**config.mk**
```make
export PLATFORM = sky130hd
export DESIGN_NAME = stream_downsize_64to32_flat
export DESIGN_NICKNAME = d
export VERILOG_FILES = /design/src/rtl/stream_downsize_64to32_if.sv /design/src/rtl/stream_downsize_64to32.sv /design/src/flat_wrapper.sv
export SDC_FILE = /design/constraint.sdc
export NUM_CORES = 1
export LEC_CHECK = 0
export ABC_AREA = 1
export BUFFER_PORTS_ARGS = -buffer_cell sky130_fd_sc_hd__buf_2
export CAP_MARGIN = 15
export CORE_ASPECT_RATIO = 0.8
export CORE_MARGIN = 2
export CORE_UTILIZATION = 30
export DETAILED_ROUTE_END_ITERATION = 7
export GPL_ROUTABILITY_DRIVEN = 0
export SLEW_MARGIN = 10
export SYNTH_ARGS = -nofsm -noshare
export SYNTH_HDL_FRONTEND = slang
export SYNTH_SLANG_ARGS = --single-unit
```
**constraint.sdc**
```tcl
create_clock -name clk -period 3.4 [get_ports clk]
set_clock_uncertainty 0.05 [all_clocks]
set_input_delay 0.34 -clock clk [delete_from_list [all_inputs] [get_ports clk]]
set_output_delay 0.34 -clock clk [all_outputs]
set_load 0.01 [all_outputs]
```
**src/rtl/stream_downsize_64to32_if.sv**
```systemverilog
// Valid/ready stream bundle of parameterised width; master drives valid/data, slave drives ready.
interface stream_downsize_64to32_if #(
  parameter int unsigned W = 32
);
  logic         valid;
  logic         ready;
  logic [W-1:0] data;

  modport master (output valid, output data, input  ready);
  modport slave  (input  valid, input  data, output ready);
endinterface

```
**src/rtl/stream_downsize_64to32.sv**
```systemverilog
// Splits each 2*DW-bit input word into two DW-bit beats with full backpressure and a delivered-word count.
// Define STREAM_DOWNSIZE_HI_FIRST_EN to emit the upper half first; default is low half first.
module stream_downsize_64to32 #(
  parameter int unsigned DW    = 32,
  parameter int unsigned CNT_W = 16
) (
  input  logic                     clk,
  input  logic                     rst,
  stream_downsize_64to32_if.slave  s,
  stream_downsize_64to32_if.master m,
  output logic                     m_last,
  output logic [CNT_W-1:0]         word_cnt
);

  localparam int unsigned WW = 2 * DW;

  localparam logic [1:0] EMPTY  = 2'd0;
  localparam logic [1:0] FIRST  = 2'd1;
  localparam logic [1:0] SECOND = 2'd2;

  logic [1:0]    state;
  logic [1:0]    state_nxt;
  logic [WW-1:0] held;
  logic          in_hs;
  logic          last_hs;
  logic [DW-1:0] beat_first;
  logic [DW-1:0] beat_second;

  // Ready in SECOND follows m.ready so a new word loads on the final-beat edge without a bubble.
  assign s.ready = (state == EMPTY) | ((state == SECOND) & m.ready);
  assign in_hs   = s.valid & s.ready;
  assign m.valid = (state != EMPTY);
  assign m_last  = (state == SECOND);
  assign last_hs = m.valid & m.ready & m_last;

`ifdef STREAM_DOWNSIZE_HI_FIRST_EN
  assign beat_first  = held[WW-1:DW];
  assign beat_second = held[DW-1:0];
`else
  assign beat_first  = held[DW-1:0];
  assign beat_second = held[WW-1:DW];
`endif

  always_comb begin
    m.data = '0;
    case (state)
      FIRST:   m.data = beat_first;
      SECOND:  m.data = beat_second;
      default: m.data = '0;
    endcase
  end

  always_ff @(posedge clk or posedge rst) begin
    if (rst) state <= EMPTY;
    else     state <= state_nxt;
  end

  always_comb begin
    state_nxt = state;
    case (state)
      EMPTY:   if (in_hs) state_nxt = FIRST;
      FIRST:   if (m.ready) state_nxt = SECOND;
      SECOND:  if (m.ready) state_nxt = in_hs ? FIRST : EMPTY;
      default: state_nxt = EMPTY;
    endcase
  end

  always_ff @(posedge clk or posedge rst) begin
    if (rst)        held <= '0;
    else if (in_hs) held <= s.data;
  end

  // Counts whole words: bumps only on the accepted final beat, wraps naturally.
  always_ff @(posedge clk or posedge rst) begin
    if (rst)          word_cnt <= '0;
    else if (last_hs) word_cnt <= word_cnt + CNT_W'(1);
  end

endmodule

```
**src/flat_wrapper.sv**
```systemverilog
// flat-port wrapper written by rule: the top's interface ports become plain ports
module stream_downsize_64to32_flat 
#(
  parameter int unsigned DW    = 32,
  parameter int unsigned CNT_W = 16
)
  (clk, rst, m_last, word_cnt, s_valid, s_data, s_ready, m_valid, m_data, m_ready);
  stream_downsize_64to32_if #(.W(64)) s_i ();
  stream_downsize_64to32_if #(.W(32)) m_i ();
  input  logic clk;
  input  logic rst;
  output logic m_last;
  output logic [CNT_W-1:0] word_cnt;
  input wire logic [$bits(s_i.valid)-1:0] s_valid;
  input wire logic [$bits(s_i.data)-1:0] s_data;
  output wire logic [$bits(s_i.ready)-1:0] s_ready;
  output wire logic [$bits(m_i.valid)-1:0] m_valid;
  output wire logic [$bits(m_i.data)-1:0] m_data;
  input wire logic [$bits(m_i.ready)-1:0] m_ready;
  assign s_i.valid = s_valid;
  assign s_i.data = s_data;
  assign s_ready = s_i.ready;
  assign m_valid = m_i.valid;
  assign m_data = m_i.data;
  assign m_i.ready = m_ready;
  stream_downsize_64to32 #(.DW(DW), .CNT_W(CNT_W)) u_core (.clk(clk), .rst(rst), .s(s_i), .m(m_i), .m_last(m_last), .word_cnt(word_cnt));
endmodule
```
==> flow_summary_export.csv, run 1 <==
group,metric,value,unit
run_status,outcome,"finished, final reports clean",
logic_synthesis,yosysTopAreaCell,"dfrtp_1",
setup_path,startpoint,"u_core.state[0]",
final_layout,fillCellCount,1329,
setup_path,endpoint_kind,"primary output",
setup_path,path_cells,"inv_1 > ha_1 > buf_4 > nand2_1 > a21oi_1 > buf_2",
route,drt_iter0_drc,110,
timing,worst_pin_slew,0.930,ns
clock_tree,postCtsHoldBufs,0,
hold_path,hold_class,"in2async",
clock_tree,clock_path_buffers,2,
setup_path,crit_buf_inv,3,
global_routing,grt_pass1_vias,3047,
timing,fin_crit,2.72,ns
timing,max_slew_margin,37.9,%
logic_synthesis,yosys_warnings,0,
setup_path,critPathRequiredTime,3.01,ns
clock_tree,cts_root_buffer,"clkbuf_16",
global_routing,grt_use_total,14.1,%
power_and_ir_drop,peakVddDrop,365,uV
floorplan,ios,119,
setup_path,cp_data_arrival_time,2.33,ns
global_routing,grt_overflow_total,0,
logic_synthesis,synth_top_area_share,49.6,%
floorplan,die_area,14700,um^2
global_routing,grt_pass1_wl,15700,um
setup_path,crit_family,"buffers and inverters",
floorplan,std_cell_rows,38,
final_layout,antenna_cells,0,
final_layout,syn_to_final_growth,23.9,%
floorplan,core_region_area,13500,um^2
route,drt_wl_total,9670,um
final_layout,fin_nets,551,
logic_synthesis,syn-cell-area,4140,um^2
route,ant_nets,0,
route,drt-wirelength-per-cell,14.6,um
power_and_ir_drop,seqPwrFrac,36.9,%
route,first_pass_iters,4,
route,routed_via_density,4.42,
clock_tree,path_clk_slew,0.06,ns
timing,slew_viol_final,0,
setup_path,regToRegSetupSlack,0.95,ns
setup_path,endpoint,"m_data[5]",
timing,hold_violations,0,
power_and_ir_drop,p_switching,1.55,mW
logic_synthesis,synthDistinctLibCells,22,
route,via_count,2929,
timing,max_freq,0.367,GHz
global_routing,grt_max_degree,65,
placed_design,dp_hpwl,6620,um
clock_tree,numCtsBuffers,9,
setup_path,critical_path_class,"reg2out",
flow_run,max_cap_viol_count,0,
power_and_ir_drop,power.internal,2.99,mW
route,drcViolationCount,0,
timing,rsz0062_at_grt,"no",
logic_synthesis,ys_ff_latch,82,
setup_path,critPathLaunchType,"flop",
floorplan,dieWidth,135,um
setup_path,slowest_stage,"ha_1",
setup_path,critical_path.max_stage_delay,0.60,ns
floorplan,fp.dieH,109,um
power_and_ir_drop,switching_share,34.2,%
logic_synthesis,netlist_instances,361,
final_layout,drive_gt1_share,43.2,%
logic_synthesis,synth.area.top_cells,"dfrtp_1 50%, mux2_4 22%, nand2_1 8.6%",
setup_path,reg2reg_to,"u_core.held[39]",
clock_tree,clkSinkCount,82,
setup_path,rr_startpoint,"u_core.state[0]",
clock_tree,cts_tree,"done",
logic_synthesis,syn_nets,435,
logic_synthesis,avgSynthCellArea,11.5,um^2
power_and_ir_drop,p_per_area,886,nW/um^2
global_routing,antenna_found_initial,0,
clock_tree,clk_latency,0.35,ns
setup_path,cp.depth,6,
power_and_ir_drop,p_leak,2.65,nW
clock_tree,cts_resized,0,
timing,setup-violations-final,0,
timing,min_period_over_period,80.1,%
floorplan,initial_core_util,30.6,%
placed_design,io_buffers,118,
clock_tree,post_cts_buffers,0,
setup_path,path_max_fanout,22,
timing,holdWs,0.120,ns
logic_synthesis,ys_seq_area_share,49.6,%
clock_tree,htree_levels,3,
timing,final.setup.tns,0,ns
setup_path,reg2reg_depth,6,
power_and_ir_drop,power_frac_comb,40.7,%
power_and_ir_drop,clock_power_share,22.4,%
==> through the flow <==
stage               std cells  worst slack [ns]  util [%]  power, mW  instance area [um^2]
global placement          646              1.08      35.7       3.49                  4820
CTS                       662             0.634      37.9       4.61                  5120
global route              662             0.483      37.9       4.85                  5120
detailed placement        646             0.946      35.7       3.56                  4820
floorplan                 361             0.902         -       3.10                  4140
finish                    662             0.678      37.9       4.54                  5120
==> flip-flops by register name, summed over array words and instances, names as in the netlist <==
signal and cells:
u_core.state 2, u_core.held 64, u_core.word_cnt 16
==> cells in the final DEF (no fill, tap or decap) <==
cell,Yosys,final
nor3_1,2,2
a21oi_1,32,32
nand2_4,2,2
nand4_1,4,4
clkbuf_8,0,2
mux2_4,60,60
o22a_2,1,1
clkbuf_1,10,2
nor2_1,11,11
inv_1,20,19
nand2_8,1,1
xor2_1,7,7
xnor2_1,5,5
buf_2,0,118
dfrtp_1,82,82
buf_4,1,4
clkbuf_16,0,9
nand3_1,7,7
nor2_4,2,2
bufinv_16,0,1
nand2_1,95,95
mux2_2,4,4
o21ai_0,2,2
clkinv_2,0,1
ha_1,6,6
inv_2,1,1
inv_6,0,1
clkinvlp_4,0,1
==> power groups by stage <==
stage	registers, mW	logic [mW]	clock network [mW]
4_1_cts	1.67	1.89	1.05
5_1_grt	1.74	2.02	1.09
6_report	1.68	1.85	1.02
3_3_place_gp	1.67	1.82	0
3_5_place_dp	1.67	1.89	0
2_1_floorplan	1.61	1.49	0
==> how the worst min path moves through the flow <==
| stage | start | end | slack (ns) | cells past startpoint |
|---|---|---|---|---|
| after floorplan | u_core.held[14] | u_core.held[14] | 0.43 | 1 |
| after global placement | u_core.word_cnt[15] | u_core.word_cnt[15] | 0.42 | 2 |
| after detailed placement | u_core.word_cnt[15] | u_core.word_cnt[15] | 0.44 | 2 |
| after CTS | rst | u_core.state[1] | 0.15 | 2 |
| after global routing | s_data[37] | u_core.held[37] | 0.15 | 2 |
| final | rst | u_core.word_cnt[11] | 0.12 | 2 |
==> cell type report <==
cell class / count / area (um^2) / share of cell area, %
Sequential cell: 82 / 2050 / 40.0
Clock inverter: 3 / 46.3 / 0.904
Clock buffer: 13 / 260 / 5.08
Inverter: 21 / 80.1 / 1.56
Timing Repair Buffer: 122 / 621 / 12.1
Multi-Input combinational cell: 241 / 1840 / 35.9
Tap cell: 180 / 225 / 4.40
==> synthesized netlist by cell type (all sizes together) <==
cell type / instances
mux2: 64
nand4: 4
ha: 6
o22a: 1
buf: 7
o21ai: 2
inv: 21
nor3: 2
dfrtp: 82
clkbuf: 10
xor2: 7
nor2: 13
nand3: 7
xnor2: 5
a21oi: 32
nand2: 98
==> metal layers <==
metal | up-vias | GRT usage [%] | part of all wire, % | wire (um)
li1 | 1404 | - | - | -
met1 | 1416 | 18.9 | 48 | 4650
met2 | 100 | 20.6 | 43 | 4140
met3 | 9 | 6.28 | 8.1 | 786
met4 | 0 | 3.65 | 0.99 | 96
met5 | - | 0 | 0 | 0
==> cell families after synthesis <==
logic type               synth area share [%]
XOR/XNOR                                 2.54
buffers and inverters                    5.90
flip-flops                               49.6
adder cells (fa/ha/maj)                  1.82
AND/OR/NAND/NOR                          12.9
multiplexers                             22.9
AO/OA/AOI/OAI                            4.36
Note: power is estimated with default switching activity, not from simulation.
==> run 2, diff against run 1 <==
--- a/config.mk
+++ b/config.mk
@@ -5,7 +5,7 @@
 export SDC_FILE = /design/constraint.sdc
 export NUM_CORES = 1
 export LEC_CHECK = 0
-export ABC_AREA = 1
+export ABC_AREA = 0
 export BUFFER_PORTS_ARGS = -buffer_cell sky130_fd_sc_hd__buf_2
 export CAP_MARGIN = 15
 export CORE_ASPECT_RATIO = 0.8
==> constraint.sdc (replaced) <==
create_clock -name clk -period 2.3 [get_ports clk]
set_clock_uncertainty 0.05 [all_clocks]
set_input_delay 0.23 -clock clk [delete_from_list [all_inputs] [get_ports clk]]
set_output_delay 0.23 -clock clk [all_outputs]
set_load 0.01 [all_outputs]
==> flow_summary_export.csv, run 2 <==
group,metric,value,unit
run_status,outcome,"finished, final reports clean",
global_routing,antenna_found_initial,0,
global_routing,grt_pass1_wl,14200,um
floorplan,dieWidth,130,um
timing,max_freq,0.474,GHz
logic_synthesis,synth_edf_count,0,
final_layout,fin_nets,487,
final_layout,utilization,39.6,%
final_layout,largest_reg_flops,64,
global_routing,grt_overflow_total,0,
final_layout,drive_gt1_share,49.8,%
logic_synthesis,synth_top_area_share,54.2,%
power_and_ir_drop,peakVddDrop,508,uV
timing,max_slew_margin,40.4,%
setup_path,critPathRequiredTime,2.02,ns
floorplan,std_cell_rows,36,
floorplan,ios,119,
final_layout,layout_commonest_cell,"buf_2",
placed_design,dp_hpwl,6270,um
timing,slew_viol_final,0,
power_and_ir_drop,p_leak,2.27,nW
floorplan,initial_core_util,30.9,%
logic_synthesis,ys_ff_latch,82,
route,drt-wirelength-per-cell,14.8,um
clock_tree,htree_levels,3,
timing,fin_crit,2.11,ns
logic_synthesis,avgSynthCellArea,13.0,um^2
route,ant_nets,0,
flow_run,max_cap_viol_count,0,
logic_synthesis,yosys.cell_count.top_type,"dfrtp_1",
floorplan,die_area,13500,um^2
logic_synthesis,yosys_warnings,0,
setup_path,critical_path_class,"reg2out",
clock_tree,clock_path_buffers,2,
final_layout,final_area,4850,um^2
clock_tree,clk_latency,0.33,ns
final_layout,syn_to_final_growth,28.3,%
timing,final.setup.tns,0,ns
logic_synthesis,syn-cell-area,3780,um^2
global_routing,grt_pass1_vias,2784,
clock_tree,cts_tree,"done",
route,via_count,2673,
logic_synthesis,yosysTopAreaCell,"dfrtp_1",
timing,worst_pin_slew,0.892,ns
logic_synthesis,netlist_instances,291,
logic_synthesis,synth_top_family_by_area,"multiplexers",
setup_path,critPathLaunchType,"flop",
route,first_pass_iters,5,
clock_tree,path_clk_slew,0.06,ns
logic_synthesis,ys_seq_area_share,54.2,%
route,routed_via_density,4.55,
route,drcViolationCount,0,
global_routing,grt_max_degree,40,
placed_design,io_buffers,118,
hold_path,hold_class,"in2async",
logic_synthesis,synthDistinctLibCells,25,
logic_synthesis,ys.flop_type,"dfrtp_1",
global_routing,grt_use_total,13.5,%
clock_tree,post_cts_buffers,0,
final_layout,mostFrequentLayoutCells,"118 x buf_2, 82 x dfrtp_1, 61 x mux2_2",
clock_tree,cts_root_buffer,"clkbuf_16",
logic_synthesis,synth_simple_gate_area_share,10.2,%
logic_synthesis,synth-compound-area-share,6.94,%
logic_synthesis,yosys.area_share.xor_xnor,3.47,%
logic_synthesis,muxShareOfSynthArea,19.6,%
final_layout,antenna_cells,0,
setup_path,endpoint_kind,"primary output",
placed_design,place_ws,0.305,ns
floorplan,core_region_area,12300,um^2
route,drt_wl_total,8700,um
logic_synthesis,syn_nets,365,
logic_synthesis,async_flop_share,100,%
placed_design,dpl_cell_area,4590,um^2
setup_path,path_max_fanout,20,
final_layout,top_regs,"u_core.held: 64 flops, u_core.word_cnt: 16 flops, u_core.state: 2 flops",
timing,setup-violations-final,0,
timing,setup_ws,0.190,ns
timing,rsz0062_at_grt,"no",
setup_path,cp_data_arrival_time,1.83,ns
final_layout,largest-register,"u_core.held",
timing,min_period_over_period,91.7,%
clock_tree,numCtsBuffers,9,
final_layout,fillCellCount,1224,
logic_synthesis,synth.area.top_cells,"dfrtp_1 54%, mux2_2 18%, a22oi_1 6.3%",
timing,hold_violations,0,
route,drt_iter0_drc,133,
floorplan,fp.dieH,104,um
logic_synthesis,synthAdderAreaFrac,1.98,%
logic_synthesis,synthTopCellsByCount,"82 x dfrtp_1, 61 x mux2_2, 32 x a22oi_1, 32 x nor2b_1, 11 x xnor2_1",
clock_tree,clkSinkCount,82,
power_and_ir_drop,p_per_area,1260,nW/um^2
-- run 2: cell types whose count changed after synthesis, moves of 32 or more --
cell     previous run  this run
mux2_4             60         0
nand2_1            95         7
nor2b_1             0        32
a21oi_1            32         0
mux2_2              4        61
a22oi_1             0        32
-- run 2: final timing paths --
kind | start | end | slack (ns) | cells past startpoint
setup / recovery | u_core.state[0] | m_data[2] | 0.19 | 6
hold / removal | rst | u_core.word_cnt[0] | 0.04 | 2
setup reg to reg | u_core.state[0] | u_core.held[34] | 0.29 | 7
hold reg to reg | u_core.word_cnt[15] | u_core.word_cnt[15] | 0.43 | 1
max in group asynchronous | rst | u_core.held[34] | 1.54 | 3
min in group clk | s_data[37] | u_core.held[37] | 0.06 | 2
-- run 2: repair_timing --
action | 4_1_cts | 5_1_grt
resized for setup | 0 | 1
endpoints found under the setup margin | 0 | 26
hold buffers | 0 | 0
-- run 2: report_power, final --
group / internal [mW] / total (mW) / leakage [nW] / switching, mW
registers: 2.06 / 2.40 / 0.993 / 0.334
clock network: 0.744 / 1.27 / 0.127 / 0.523
logic: 1.29 / 2.43 / 1.15 / 1.14
-- run 2: final cells by class --
class | instances | area [um^2] | area share [%]
Clock buffer | 11 | 243 | 5.00
Clock inverter | 3 | 17.5 | 0.361
Inverter | 4 | 18.8 | 0.387
Multi-Input combinational cell | 187 | 1600 | 32.9
Sequential cell | 82 | 2050 | 42.3
Tap cell | 171 | 214 | 4.41
Timing Repair Buffer | 129 | 711 | 14.6
-- run 2: logic make-up (layout without fill, tap and decap cells) --
group,Yosys count,in the layout
AO/OA/AOI/OAI,35,35
XOR/XNOR,15,15
adder cells (fa/ha/maj),6,6
buffers and inverters,22,147
flip-flops,82,82
multiplexers,66,66
AND/OR/NAND/NOR,65,65
-- run 2: metal layers --
metal  global-route usage (%)  wire length, um  vias to the layer above
met2                     20.3             3950                       76
met1                     18.2             4040                     1306
li1                         -                -                     1281
met4                     3.92               95                        0
met3                     4.99              608                       10
met5                        0                0                        -
-- run 2: critical path: stages (launching register included) --
cell	delay [ns]
dfrtp_1	0.43
inv_1	0.12
ha_1	0.21
buf_4	0.30
a22oi_1	0.13
nor2b_1	0.14
buf_2	0.15
-- run 2: through the flow --
| step | cells | total power, mW | hold slack, ns |
|---|---|---|---|
| 2_1_floorplan | 291 | 4.10 | 0.312 |
| 3_5_place_dp | 573 | 4.89 | 0.399 |
| 3_3_place_gp | 573 | 4.81 | 0.391 |
| 5_1_grt | 587 | 6.57 | 0.0632 |
| 6_report | 587 | 6.09 | 0.0374 |
| 4_1_cts | 587 | 6.20 | 0.0431 |
==> run 3, diff against run 2 <==
==> constraint.sdc (replaced) <==
create_clock -name clk -period 1.87 [get_ports clk]
set_clock_uncertainty 0.05 [all_clocks]
set_input_delay 0.187 -clock clk [delete_from_list [all_inputs] [get_ports clk]]
set_output_delay 0.187 -clock clk [all_outputs]
set_load 0.01 [all_outputs]
==> flow_summary_export.csv, run 3 (synthesis gave the netlist of run 2 again) <==
group,metric,value,unit
clock_tree,path_clk_slew,0.06,ns
clock_tree,cts_root_buffer,"clkbuf_16",
global_routing,grt_use_total,14.2,%
route,drcViolationCount,0,
global_routing,antenna_found_initial,0,
global_routing,grt_pass1_vias,2853,
clock_tree,clk_latency,0.33,ns
timing,min_period_over_period,100,%
placed_design,io_buffers,118,
floorplan,fp.dieH,104,um
setup_path,path_max_fanout,6,
route,via_count,2756,
timing,rsz0062_at_grt,"yes",
route,routed_via_density,4.59,
hold_path,hold_class,"in2reg",
timing,max_slew_margin,58.7,%
run_status,violations,"setup timing",
floorplan,die_area,13500,um^2
route,ant_nets,0,
flow_run,max_cap_viol_count,0,
placed_design,dpl_cell_area,4670,um^2
setup_path,reg2reg_to,"u_core.word_cnt[8]",
setup_path,critical_path_class,"reg2out",
clock_tree,htree_levels,3,
floorplan,core_region_area,12300,um^2
timing,slew_viol_final,0,
setup_path,rr_startpoint,"u_core.state[0]",
timing,fin_crit,1.87,ns
power_and_ir_drop,p_per_area,1660,nW/um^2
setup_path,startpoint,"u_core.state[1]",
clock_tree,cts_tree,"done",
timing,setup_ws,-0.00326,ns
setup_path,critPathRequiredTime,1.63,ns
final_layout,mostFrequentLayoutCells,"118 x buf_2, 81 x dfrtp_1, 61 x mux2_2",
placed_design,dp_hpwl,6400,um
floorplan,initial_core_util,30.9,%
global_routing,grt_max_degree,39,
setup_path,path_cells,"inv_4 > ha_4 > clkbuf_16 > a22oi_1 > nor2b_1 > buf_2",
final_layout,drive_gt1_share,55.9,%
global_routing,grt_overflow_total,0,
timing,setup-violations-final,1,
floorplan,ios,119,
setup_path,regToRegSetupSlack,0.11,ns
setup_path,cp_data_arrival_time,1.64,ns
setup_path,critPathLaunchType,"flop",
timing,hold_violations,0,
final_layout,top_regs,"u_core.held: 64 flops, u_core.word_cnt: 16 flops, u_core.state: 2 flops",
final_layout,final_area,5250,um^2
route,drt_wl_total,9540,um
clock_tree,clock_path_buffers,2,
final_layout,largest_reg_flops,64,
final_layout,layout_commonest_cell,"buf_2",
route,first_pass_iters,4,
power_and_ir_drop,p_total,8.70,mW
final_layout,utilization,42.8,%
setup_path,endpoint_kind,"primary output",
route,drt_iter0_drc,88,
run_status,outcome,"finished with violations",
power_and_ir_drop,p_leak,2.40,nW
clock_tree,numCtsBuffers,9,
timing,final.setup.tns,-0.00326,ns
final_layout,largest-register,"u_core.held",
floorplan,dieWidth,130,um
final_layout,fillCellCount,1197,
floorplan,std_cell_rows,36,
clock_tree,clkSinkCount,82,
route,drt-wirelength-per-cell,15.9,um
global_routing,grt_pass1_wl,15000,um
timing,max_freq,0.534,GHz
final_layout,fin_nets,498,
final_layout,syn_to_final_growth,38.6,%
final_layout,antenna_cells,0,
setup_path,endpoint,"m_data[17]",
placed_design,place_ws,0.0648,ns
final_layout,seq_area,2050,um^2
setup_path,reg2reg_depth,7,
power_and_ir_drop,peakVddDrop,669,uV
final_layout,multi_input_area,1710,um^2
timing,worst_pin_slew,0.618,ns
setup_path,slowest_stage,"dfrtp_2",
setup_path,critical_path.max_stage_delay,0.45,ns
[run 3: cell types whose count changed in the layout (fill, tap and decap cells not counted), sizes merged]
cell | previous run | this run
buf | 129 | 137
bufinv | 0 | 3
dlygate4sd3 | 0 | 2
[run 3: critical path: cells and delay by family (launching register included)]
| family | cells | cell delay [ns] |
|---|---|---|
| AND/OR/NAND/NOR | 1 | 0.13 |
| buffers and inverters | 3 | 0.44 |
| AO/OA/AOI/OAI | 1 | 0.06 |
| flip-flops | 1 | 0.45 |
| adder cells (fa/ha/maj) | 1 | 0.22 |
[run 3: cell type report]
| type | count | area share [%] |
|---|---|---|
| clock buffers | 10 | 4.37 |
| clock inverters | 6 | 2.19 |
| multi-input cells | 187 | 32.6 |
| repair buffers | 140 | 17.2 |
| flip-flops and latches | 82 | 39.1 |
| well taps | 171 | 4.08 |
| inverters | 4 | 0.406 |
[run 3: how the worst min path moves through the flow]
stage	depth (start not counted)	slack (ns)	start	end
2_1_floorplan	1	0.27	s_data[0]	u_core.held[0]
3_3_place_gp	2	0.23	rst	u_core.held[61]
3_5_place_dp	2	0.24	rst	u_core.held[61]
4_1_cts	2	0.001	s_data[1]	u_core.held[1]
5_1_grt	2	0.01	s_data[37]	u_core.held[37]
6_report	2	0.02	s_data[0]	u_core.held[0]
[run 3: per-layer routing]
| metal | GRT usage [%] | up-vias | wire length, um | part of all wire [%] |
|---|---|---|---|---|
| met2 | 21.4 | 70 | 4280 | 45 |
| li1 | - | 1295 | - | - |
| met5 | 0 | - | 0 | 0 |
| met4 | 4.53 | 0 | 130 | 1.4 |
| met1 | 19.5 | 1380 | 4640 | 49 |
| met3 | 4.42 | 11 | 487 | 5.1 |
[run 3: power by group]
part | total [mW] | internal, mW | switching (mW)
registers | 3.00 | 2.54 | 0.463
logic | 3.65 | 2.04 | 1.61
clock network | 2.05 | 1.31 | 0.737
total | 8.70 | 5.89 | 2.81
[run 3: per-stage QoR]
| stage | hold slack, ns | std cells |
|---|---|---|
| 4_1_cts | 0.00129 | 598 |
| 5_1_grt | 0.0143 | 600 |
| 2_1_floorplan | 0.269 | 291 |
| 3_5_place_dp | 0.236 | 578 |
| 3_3_place_gp | 0.230 | 578 |
| 6_report | 0.0187 | 600 |
[run 3: what timing repair did]
action | CTS | global route
resized for setup | 21 | 8
setup endpoints to repair | 32 | 31
buffers inserted | 1 | 0
endpoints found under the hold margin | 23 | 1
pin swaps | 2 | 4
gates cloned | 2 | 1
hold buffers | 1 | 1
